<file path="src/rtl/wb_merge.sv">
// Register-file writeback merge: two pipe results plus a 2-entry buffered MDU result stream onto two write ports.
// Optional stall counter enabled by defining WB_MERGE_PERF_EN.
module wb_merge #(
   parameter int ADDR_WIDTH = 5,
   parameter int DATA_WIDTH = 32
) (
   input  logic                  clk,
   input  logic                  rstn,
   input  logic                  pa_valid,
   input  logic [ADDR_WIDTH-1:0] pa_rd,
   input  logic [DATA_WIDTH-1:0] pa_data,
   input  logic                  pb_valid,
   input  logic [ADDR_WIDTH-1:0] pb_rd,
   input  logic [DATA_WIDTH-1:0] pb_data,
   input  logic                  mdu_valid,
   input  logic [ADDR_WIDTH-1:0] mdu_rd,
   input  logic [DATA_WIDTH-1:0] mdu_data,
   output logic                  mdu_ready,
   output logic                  we_a,
   output logic [ADDR_WIDTH-1:0] waddr_a,
   output logic [DATA_WIDTH-1:0] wdata_a,
   output logic                  we_b,
   output logic [ADDR_WIDTH-1:0] waddr_b,
   output logic [DATA_WIDTH-1:0] wdata_b,
   output logic [31:0]           stall_cnt
);

   logic [ADDR_WIDTH-1:0] fifo_rd   [2];
   logic [DATA_WIDTH-1:0] fifo_data [2];
   logic [1:0]            fifo_live;
   logic                  rptr, wptr;
   logic [1:0]            count;

   logic [1:0]            live_eff;
   logic                  head_present, sec_present, head_live, sec_live;
   logic                  head_pop, head_to_a, head_to_b, sec_pop, sec_to_b, head_shadowed;
   logic [1:0]            pops, drain_count;
   logic                  push;
   logic                  we_a_n, we_b_n;
   logic [ADDR_WIDTH-1:0] waddr_a_n, waddr_b_n;
   logic [DATA_WIDTH-1:0] wdata_a_n, wdata_b_n;

   // A pipe write in the same cycle is younger than anything buffered, so it kills matching entries.
   always_comb begin
      live_eff = '0;
      for (int i = 0; i < 2; i++) begin
         live_eff[i] = fifo_live[i]
                       && !(pa_valid && pa_rd == fifo_rd[i])
                       && !(pb_valid && pb_rd == fifo_rd[i]);
      end
      head_present = (count != 2'd0);
      sec_present  = (count == 2'd2);
      head_live    = live_eff[rptr];
      sec_live     = live_eff[~rptr];

      head_pop  = 1'b0;
      head_to_a = 1'b0;
      head_to_b = 1'b0;
      sec_pop   = 1'b0;
      sec_to_b  = 1'b0;
      if (head_present) begin
         if (!head_live) begin
            head_pop = 1'b1;
         end else if (!pa_valid) begin
            head_to_a = 1'b1;
            head_pop  = 1'b1;
         end else if (!pb_valid) begin
            head_to_b = 1'b1;
            head_pop  = 1'b1;
         end
      end
      if (sec_present && head_pop) begin
         if (!sec_live) begin
            sec_pop = 1'b1;
         end else if (head_to_a && !pb_valid) begin
            sec_to_b = 1'b1;
            sec_pop  = 1'b1;
         end
      end

      pops          = {1'b0, head_pop} + {1'b0, sec_pop};
      drain_count   = count - pops;
      mdu_ready     = (drain_count < 2'd2);
      push          = mdu_valid && mdu_ready && (mdu_rd != '0);
      head_shadowed = head_to_a && sec_to_b && (fifo_rd[rptr] == fifo_rd[~rptr]);

      we_a_n    = 1'b0;
      waddr_a_n = '0;
      wdata_a_n = '0;
      if (pa_valid) begin
         we_a_n    = (pa_rd != '0) && !(pb_valid && pb_rd == pa_rd);
         waddr_a_n = pa_rd;
         wdata_a_n = pa_data;
      end else if (head_to_a) begin
         we_a_n    = !head_shadowed;
         waddr_a_n = fifo_rd[rptr];
         wdata_a_n = fifo_data[rptr];
      end

      we_b_n    = 1'b0;
      waddr_b_n = '0;
      wdata_b_n = '0;
      if (pb_valid) begin
         we_b_n    = (pb_rd != '0);
         waddr_b_n = pb_rd;
         wdata_b_n = pb_data;
      end else if (head_to_b) begin
         we_b_n    = 1'b1;
         waddr_b_n = fifo_rd[rptr];
         wdata_b_n = fifo_data[rptr];
      end else if (sec_to_b) begin
         we_b_n    = 1'b1;
         waddr_b_n = fifo_rd[~rptr];
         wdata_b_n = fifo_data[~rptr];
      end
   end

   always_ff @(posedge clk or negedge rstn) begin
      if (!rstn) begin
         rptr      <= 1'b0;
         wptr      <= 1'b0;
         count     <= 2'd0;
         fifo_live <= 2'b00;
      end else begin
         rptr      <= rptr ^ (pops == 2'd1);
         wptr      <= wptr ^ push;
         count     <= drain_count + {1'b0, push};
         fifo_live <= live_eff;
         if (push) begin
            fifo_live[wptr] <= 1'b1;
         end
      end
   end

   // Payload storage needs no reset; validity lives in fifo_live.
   always_ff @(posedge clk) begin
      if (push) begin
         fifo_rd[wptr]   <= mdu_rd;
         fifo_data[wptr] <= mdu_data;
      end
   end

   always_ff @(posedge clk or negedge rstn) begin
      if (!rstn) begin
         we_a    <= 1'b0;
         waddr_a <= '0;
         wdata_a <= '0;
         we_b    <= 1'b0;
         waddr_b <= '0;
         wdata_b <= '0;
      end else begin
         we_a    <= we_a_n;
         waddr_a <= waddr_a_n;
         wdata_a <= wdata_a_n;
         we_b    <= we_b_n;
         waddr_b <= waddr_b_n;
         wdata_b <= wdata_b_n;
      end
   end

`ifdef WB_MERGE_PERF_EN
   always_ff @(posedge clk or negedge rstn) begin
      if (!rstn) begin
         stall_cnt <= '0;
      end else if (head_present && pops == 2'd0 && stall_cnt != 32'hFFFF_FFFF) begin
         stall_cnt <= stall_cnt + 32'd1;
      end
   end
`else
   assign stall_cnt = '0;
`endif

endmodule

</file>
<file path="config.mk">
export PLATFORM = sky130hd
export DESIGN_NAME = wb_merge
export DESIGN_NICKNAME = d
export VERILOG_FILES = /design/src/rtl/wb_merge.sv
export SDC_FILE = /design/constraint.sdc
export NUM_CORES = 1
export LEC_CHECK = 0
export BUFFER_PORTS_ARGS = -buffer_cell sky130_fd_sc_hd__buf_4
export CORE_UTILIZATION = 50
export CTS_BUF_LIST = sky130_fd_sc_hd__clkbuf_8
export DETAILED_ROUTE_END_ITERATION = 8
export MAX_ROUTING_LAYER = met4
export PLACE_DENSITY_LB_ADDON = 0.2
export SYNTH_ARGS = -nofsm -noshare
export SYNTH_HDL_FRONTEND = slang
export SYNTH_SLANG_ARGS = --single-unit
</file>
<file path="constraint.sdc">
create_clock -name clk -period 4.6 [get_ports clk]
set_input_delay 1.15 -clock clk [delete_from_list [all_inputs] [get_ports clk]]
set_output_delay 1.15 -clock clk [all_outputs]
set_load 0.01 [all_outputs]
</file>
# [Word-level counts from Yosys, hierarchy flattened]
# Memory sizes are Yosys's and may differ from the RTL's.
# Index checks and enable logic that the tools add are counted.
[op_classes] bitwise_logic=4 n_addsub=3 muxes=39 n_eq_ne=8 n_lt_le_gt_ge=5 reduce_logical=28
[op_table] cell="$mux 32" n=5
[op_table] cell="$eq 5x5->1" n=6
[op_table] cell="$mux 1" n=27
[op_table] cell="$mux 5" n=5
[op_table] cell="$logic_and 1x1->1" n=17
[op_table] cell="$reduce_bool 5->1" n=3
[op_table] cell="$logic_not 1->1" n=7
[op_table] cell="$lt 1x2->1 const B" n=3
[op_table] cell="$add 1x1->2" n=1
[op_table] cell="$add 2x1->2" n=1
[op_table] cell="$eq 2x1->1 const B" n=1
[op_table] cell="$eq 2x2->1 const B" n=1
[op_table] cell="$lt 2x2->1 const B" n=1
[op_table] cell="$mux 2" n=1
[op_table] cell="$or 2x2->2" n=1
[op_table] cell="$reduce_bool 2->1" n=1
[op_table] cell="$sub 2x2->2" n=1
[op_table] cell="$xor 1x1->1" n=2
[op_table] cell="$demux 1 s1" n=1
[op_table] cell="$ge 1x1->1 const B" n=1
[op_table] cell="$not 1->1" n=1
[totals] ramBits=74 mem_count=2 register_bits=82 wordCells=99
[memory_table] memory="fifo_data" depth=2 width=32 read_ports=2 rd_ports_with_merged_regs=0 write_ports=1 line="29" rtl="logic [DATA_WIDTH-1:0] fifo_data [2];"
[memory_table] memory="fifo_rd" depth=2 width=5 read_ports=4 rd_ports_with_merged_regs=0 write_ports=1 line="28" rtl="logic [ADDR_WIDTH-1:0] fifo_rd [2];"

# [Longest topological paths before layout]
# An unclocked memory read counts as a cell.
[logic_depth] word_depth=21 ltp_mapped=13 mapped_depth_nobuf=12

# [Worst setup path after synthesis]
# No wires, ideal clock.
[synth_path] path_type="input to register" from="in pa_rd[0]" to="mem fifo_data[0][0] (enable)" slack_ns=-0.336 path_buffers=1 arrival_time_ns=4.538 setup_time_ns=0.398 cell_stages=12 required_ns=4.202 cell_sequence="clkbuf_2 > xnor2_1 > nand4_1 > o31ai_4 > nor3_1 > a2111oi_0 > ha_1 > ha_1 > xnor2_1 > xnor2_1 > o211a_1 > ha_1"
[synth_via] elab_chain_len=20
[synth_rtl] item="start, declared" line="10" rtl="input logic [ADDR_WIDTH-1:0] pa_rd,"
[synth_rtl] item="$eq 5x5->1" line="48" rtl="&& !(pa_valid && pa_rd == fifo_rd[i])"
[synth_rtl] item="$logic_and 1x1->1" line="48"
[synth_rtl] item="$logic_not 1->1" line="48"
[synth_rtl] item="$logic_and 1x1->1" line="48"
[synth_rtl] item="$logic_and 1x1->1" line="49" rtl="&& !(pb_valid && pb_rd == fifo_rd[i]);"
[synth_rtl] item="$mux 1 (implied by the code) (2 in series)" line="53" rtl="head_live = live_eff[rptr];"
[synth_rtl] item="$mux 1" line="62" rtl="if (!head_live) begin"
[synth_rtl] item="$mux 1" line="61" rtl="if (head_present) begin"
[synth_rtl] item="[... 3 more ...]"
[synth_rtl] item="$mux 1" line="72" rtl="if (sec_present && head_pop) begin"
[synth_rtl] item="$add 1x1->2 *" line="81" rtl="pops = {1'b0, head_pop} + {1'b0, sec_pop};"
[synth_rtl] item="$sub 2x2->2 *" line="82" rtl="drain_count = count - pops;"
[synth_rtl] item="$lt 2x2->1 *" line="83" rtl="mdu_ready = (drain_count < 2'd2);"
[synth_rtl] item="named net mdu_ready" line="18" rtl="output logic mdu_ready,"
[synth_rtl] item="$logic_and 1x1->1 * (2 in series)" line="84" rtl="push = mdu_valid && mdu_ready && (mdu_rd != '0);"
[synth_rtl] item="$mux 1 *" line="137" rtl="if (push) begin"
[synth_rtl] item="$mux 1 (implied by the code) *" line="139" rtl="fifo_data[wptr] <= mdu_data;"
[synth_rtl] item="end, declared" line="29"
# The timed path passes the listed nets; every way through them passes the cells marked *. The select of a mux whose other input is x is not followed.

# [Worst setup path after layout]
[layout_path] from="in pb_rd[1]" to="out mdu_ready"
[layout_via] elab_chain_len=15
[layout_rtl] item="start, declared" line="13" rtl="input logic [ADDR_WIDTH-1:0] pb_rd,"
[layout_rtl] item="$eq 5x5->1" line="49"
[layout_rtl] item="$logic_and 1x1->1" line="49"
[layout_rtl] item="$logic_not 1->1" line="49"
[layout_rtl] item="$logic_and 1x1->1" line="49"
[layout_rtl] item="$mux 1 (implied by the code) (2 in series)" line="53"
[layout_rtl] item="$mux 1" line="62"
[layout_rtl] item="$mux 1" line="61"
[layout_rtl] item="$logic_and 1x1->1" line="75" rtl="end else if (head_to_a && !pb_valid) begin"
[layout_rtl] item="$mux 1" line="75"
[layout_rtl] item="$mux 1" line="73" rtl="if (!sec_live) begin"
[layout_rtl] item="$mux 1" line="72"
[layout_rtl] item="$add 1x1->2 *" line="81"
[layout_rtl] item="$sub 2x2->2 *" line="82"
[layout_rtl] item="$lt 2x2->1 *" line="83"
[layout_rtl] item="end, declared" line="18"
# Every way passes the cells marked *; elsewhere a longest branch is shown, timed or not. The select of a mux whose other input is x is not followed.

==> impl_metrics.yaml <==
finish:
  nets: 832
  fin_cells: 902
  fin_util: 0.671
  mostFrequentLayoutCells: "buf_4, dfrtp_1, edfxtp_1, nand2_1"
  final_common_cell: "buf_4"
  insertedDiodeCount: 0
  drive_above_1_share: 0.387
  area_delta_synth_final_pct: 30.4
  final_area_mm2: 0.00889
sta:
  fmax_ghz: 0.218
  slew_viol_final: 0
  worst_slew_pin_slew_ns: 0.882
  finalHoldViolations: 0
  layout_min_cycle_time_ns: 4.59
  rsz0062_at_grt: "yes"
  setup-violations-final: 0
  max_slew_margin: 0.412
  finalCritPeriodShare: 0.998
  clock_skew_ns: 0.00893
clocking:
  cts_made_buffers: 17
  h-tree-depth: 4
  cts_buffer_depth: 2
  cts_tree: "done"
  clock-sinks: 156
  clock_latency_ns: 0.44
  path_clk_slew_ns: 0.07
  root_buffer: "clkbuf_8"
place:
  dp_cells: 864
  place_area_mm2: 0.00837
  dp_hpwl_um: 11500
  gp_congestion: 0.870
  io_buffers: 192
power_and_ir_drop:
  pwr-share-clk: 0.185
  pwr-share-comb: 0.381
  p_sw_mw: 1.78
  vdd.ir_drop.worst_mv: 0.383
  switching_share: 0.342
  p_seq_frac: 0.434
  power.internal_mw: 3.42
  p_per_area_mw_per_mm2: 584
  leakagePower_nw: 3.97
setup_path:
  critPathKind: "input port to output pin"
  arrival_ns: 3.44
  critical_path.max_fanout: 3
  crit_path_end_kind: "output pin"
  critPathLaunchType: "input port"
  cp_data_required_time_ns: 3.45
route:
  dr_total_vias: 4730
  drtPass1Iterations: 5
  post_drt_wl_per_cell_um: 18.6
  wl_met1_um: 6810
  ant_nets: 0
  dr.max_layer_used: "met4"
  drc: 0
  routed_via_density: 5.24
  wl_met2_um: 8450
  dr_wl_met3_um: 1090
  first_iter_violations: 292
  wl_um: 16800
grt:
  antenna_found_initial: 0
  track_usage: 0.254
  grt_pass1_vias: 4789
  grt_max_degree: 60
  grt-ovfl-total: 0
  grt_pass1_wl_um: 25700
synthesis:
  synth_edf_count: 74
  netlist_area_mm2: 0.00681
  synth-async-reset-ratio: 0.526
  synth_area_per_cell_um2: 13.5
  netlist_instances: 506
  ys_warn_count: 0
  synth_seq_area_share: 0.627
  yosys_register_bits: 156
  synth.distinct_cells: 43
  synth-main-ff-cell: "dfrtp_1"
run_status:
  run_status: "finished, final reports clean"
floorplan:
  start_util: 0.514
  ios: 225
  fp.coreArea_mm2: 0.0132
  dieArea_mm2: 0.0141
  rows: 42
  die_h_um: 119
  die_w_um: 119
run:
  cap_viol_max_count: 0
worst_hold_path:
  hold_class: "register to register"
==> timing repair <==
item	in CTS	in global routing
pin swaps	8	8
buffers inserted	4	3
gates resized for setup	13	8
hold buffers	0	0
endpoints found under the setup margin	1	1
==> routing by layer <==
metal,up-vias,track usage
met4,0,0.116
li1,2178,-
met3,32,0.0526
met2,205,0.404
met1,2315,0.314
met5,-,-
==> cell usage after synthesis (2+ instances only) <==
cell       n  share of area
xor2_1    16          0.021
nand2_1   40          0.022
o21ai_1   20          0.015
inv_1      6         0.0033
clkbuf_2   7         0.0051
mux2i_1   37          0.054
xnor2_1   18          0.023
ha_1       3         0.0055
buf_4     32          0.035
and3_1     3         0.0028
o21ai_0   24          0.018
buf_2      4         0.0029
or4_1      4         0.0044
nand3_1    5         0.0037
dfrtp_1   82           0.30
a221o_2    7          0.012
nor4_1     6         0.0055
nor3_1     2         0.0015
a221o_1   30          0.044
nand4_1    2         0.0018
edfxtp_1  74           0.33
buf_6     13          0.021
o211ai_1   2         0.0022
clkbuf_1  13         0.0072
and2_1    38          0.035
==> final timing paths <==
path	slack, ns	to	startpoint	cells past startpoint
worst min-delay path	0.51	wdata_b[29]	fifo_data[1][29]	1
max in group asynchronous	2.97	waddr_a[3]	rstn	2
worst max register to register	0.77	fifo_data[0][29]	fifo_rd[1][1]	17
min in group asynchronous	0.80	wdata_a[19]	rstn	1
worst min register to register	0.51	wdata_b[29]	fifo_data[1][29]	1
worst max-delay path	0.01	mdu_ready	pb_rd[1]	14
==> state kept, by name, summed over array words and instances, names as in the netlist <==
register	flops
fifo_data	64
wdata_a	32
wdata_b	32
fifo_rd	10
waddr_a	5
waddr_b	5
count	2
fifo_live	2
rptr	1
we_a	1
we_b	1
wptr	1
==> through the flow <==
step / setup TNS [ns] / power [mW] / setup WS, ns / hold WS [ns]
after floorplan: 0 / 3.28 / 0.0341 / 0.480
after global placement: -0.154 / 4.09 / -0.154 / 0.485
after detailed placement: -0.149 / 4.14 / -0.149 / 0.492
after CTS: -0.0788 / 5.17 / -0.0788 / 0.505
after global routing: -0.107 / 5.46 / -0.107 / 0.524
final: 0 / 5.19 / 0.0107 / 0.508
==> logic make-up (layout without fill, tap and decap cells) <==
family / after synthesis / count (layout) / share of synthesized area
DFF: 156 / 156 / 0.627
and+or+nand+nor: 104 / 104 / 0.0810
AOI/OAI and AO/OA: 96 / 96 / 0.112
buffers and inverters: 75 / 264 / 0.0753
muxes: 37 / 37 / 0.0544
xor gates and xnor gates: 34 / 34 / 0.0437
adders and majority gates: 3 / 3 / 0.00551
other: 1 / 32 / 0.000550
==> cell type report <==
type	count	area, um2
well taps	176	220
inverters	6	22.5
fillers	1035	4360
flip-flops and latches	156	4280
clock buffers	19	262
multi-input cells	306	2220
clock inverters	13	114
repair buffers	226	1780
==> power groups by stage <==
| stage | logic (mW) | clock network, mW | registers [mW] |
|---|---|---|---|
| final | 1.98 | 0.960 | 2.25 |
| after global routing | 2.12 | 1.04 | 2.30 |
| after CTS | 1.94 | 0.980 | 2.25 |
| after detailed placement | 1.86 | 0 | 2.28 |
| after global placement | 1.84 | 0 | 2.26 |
| after floorplan | 1.02 | 0 | 2.27 |
==> critical path, cell delays in order <==
cell and delay [ns]:
buf_8 0.10, xor2_2 0.17, nor4_2 0.28, buf_4 0.15
and3_4 0.20, buf_6 0.10, nor3_4 0.04, a2111oi_4 0.19
ha_1 0.30, ha_2 0.20, xnor2_2 0.14, xnor2_1 0.17
buf_4 0.15, buf_6 0.09
No activity file was read; power rests on OpenSTA's default activity.
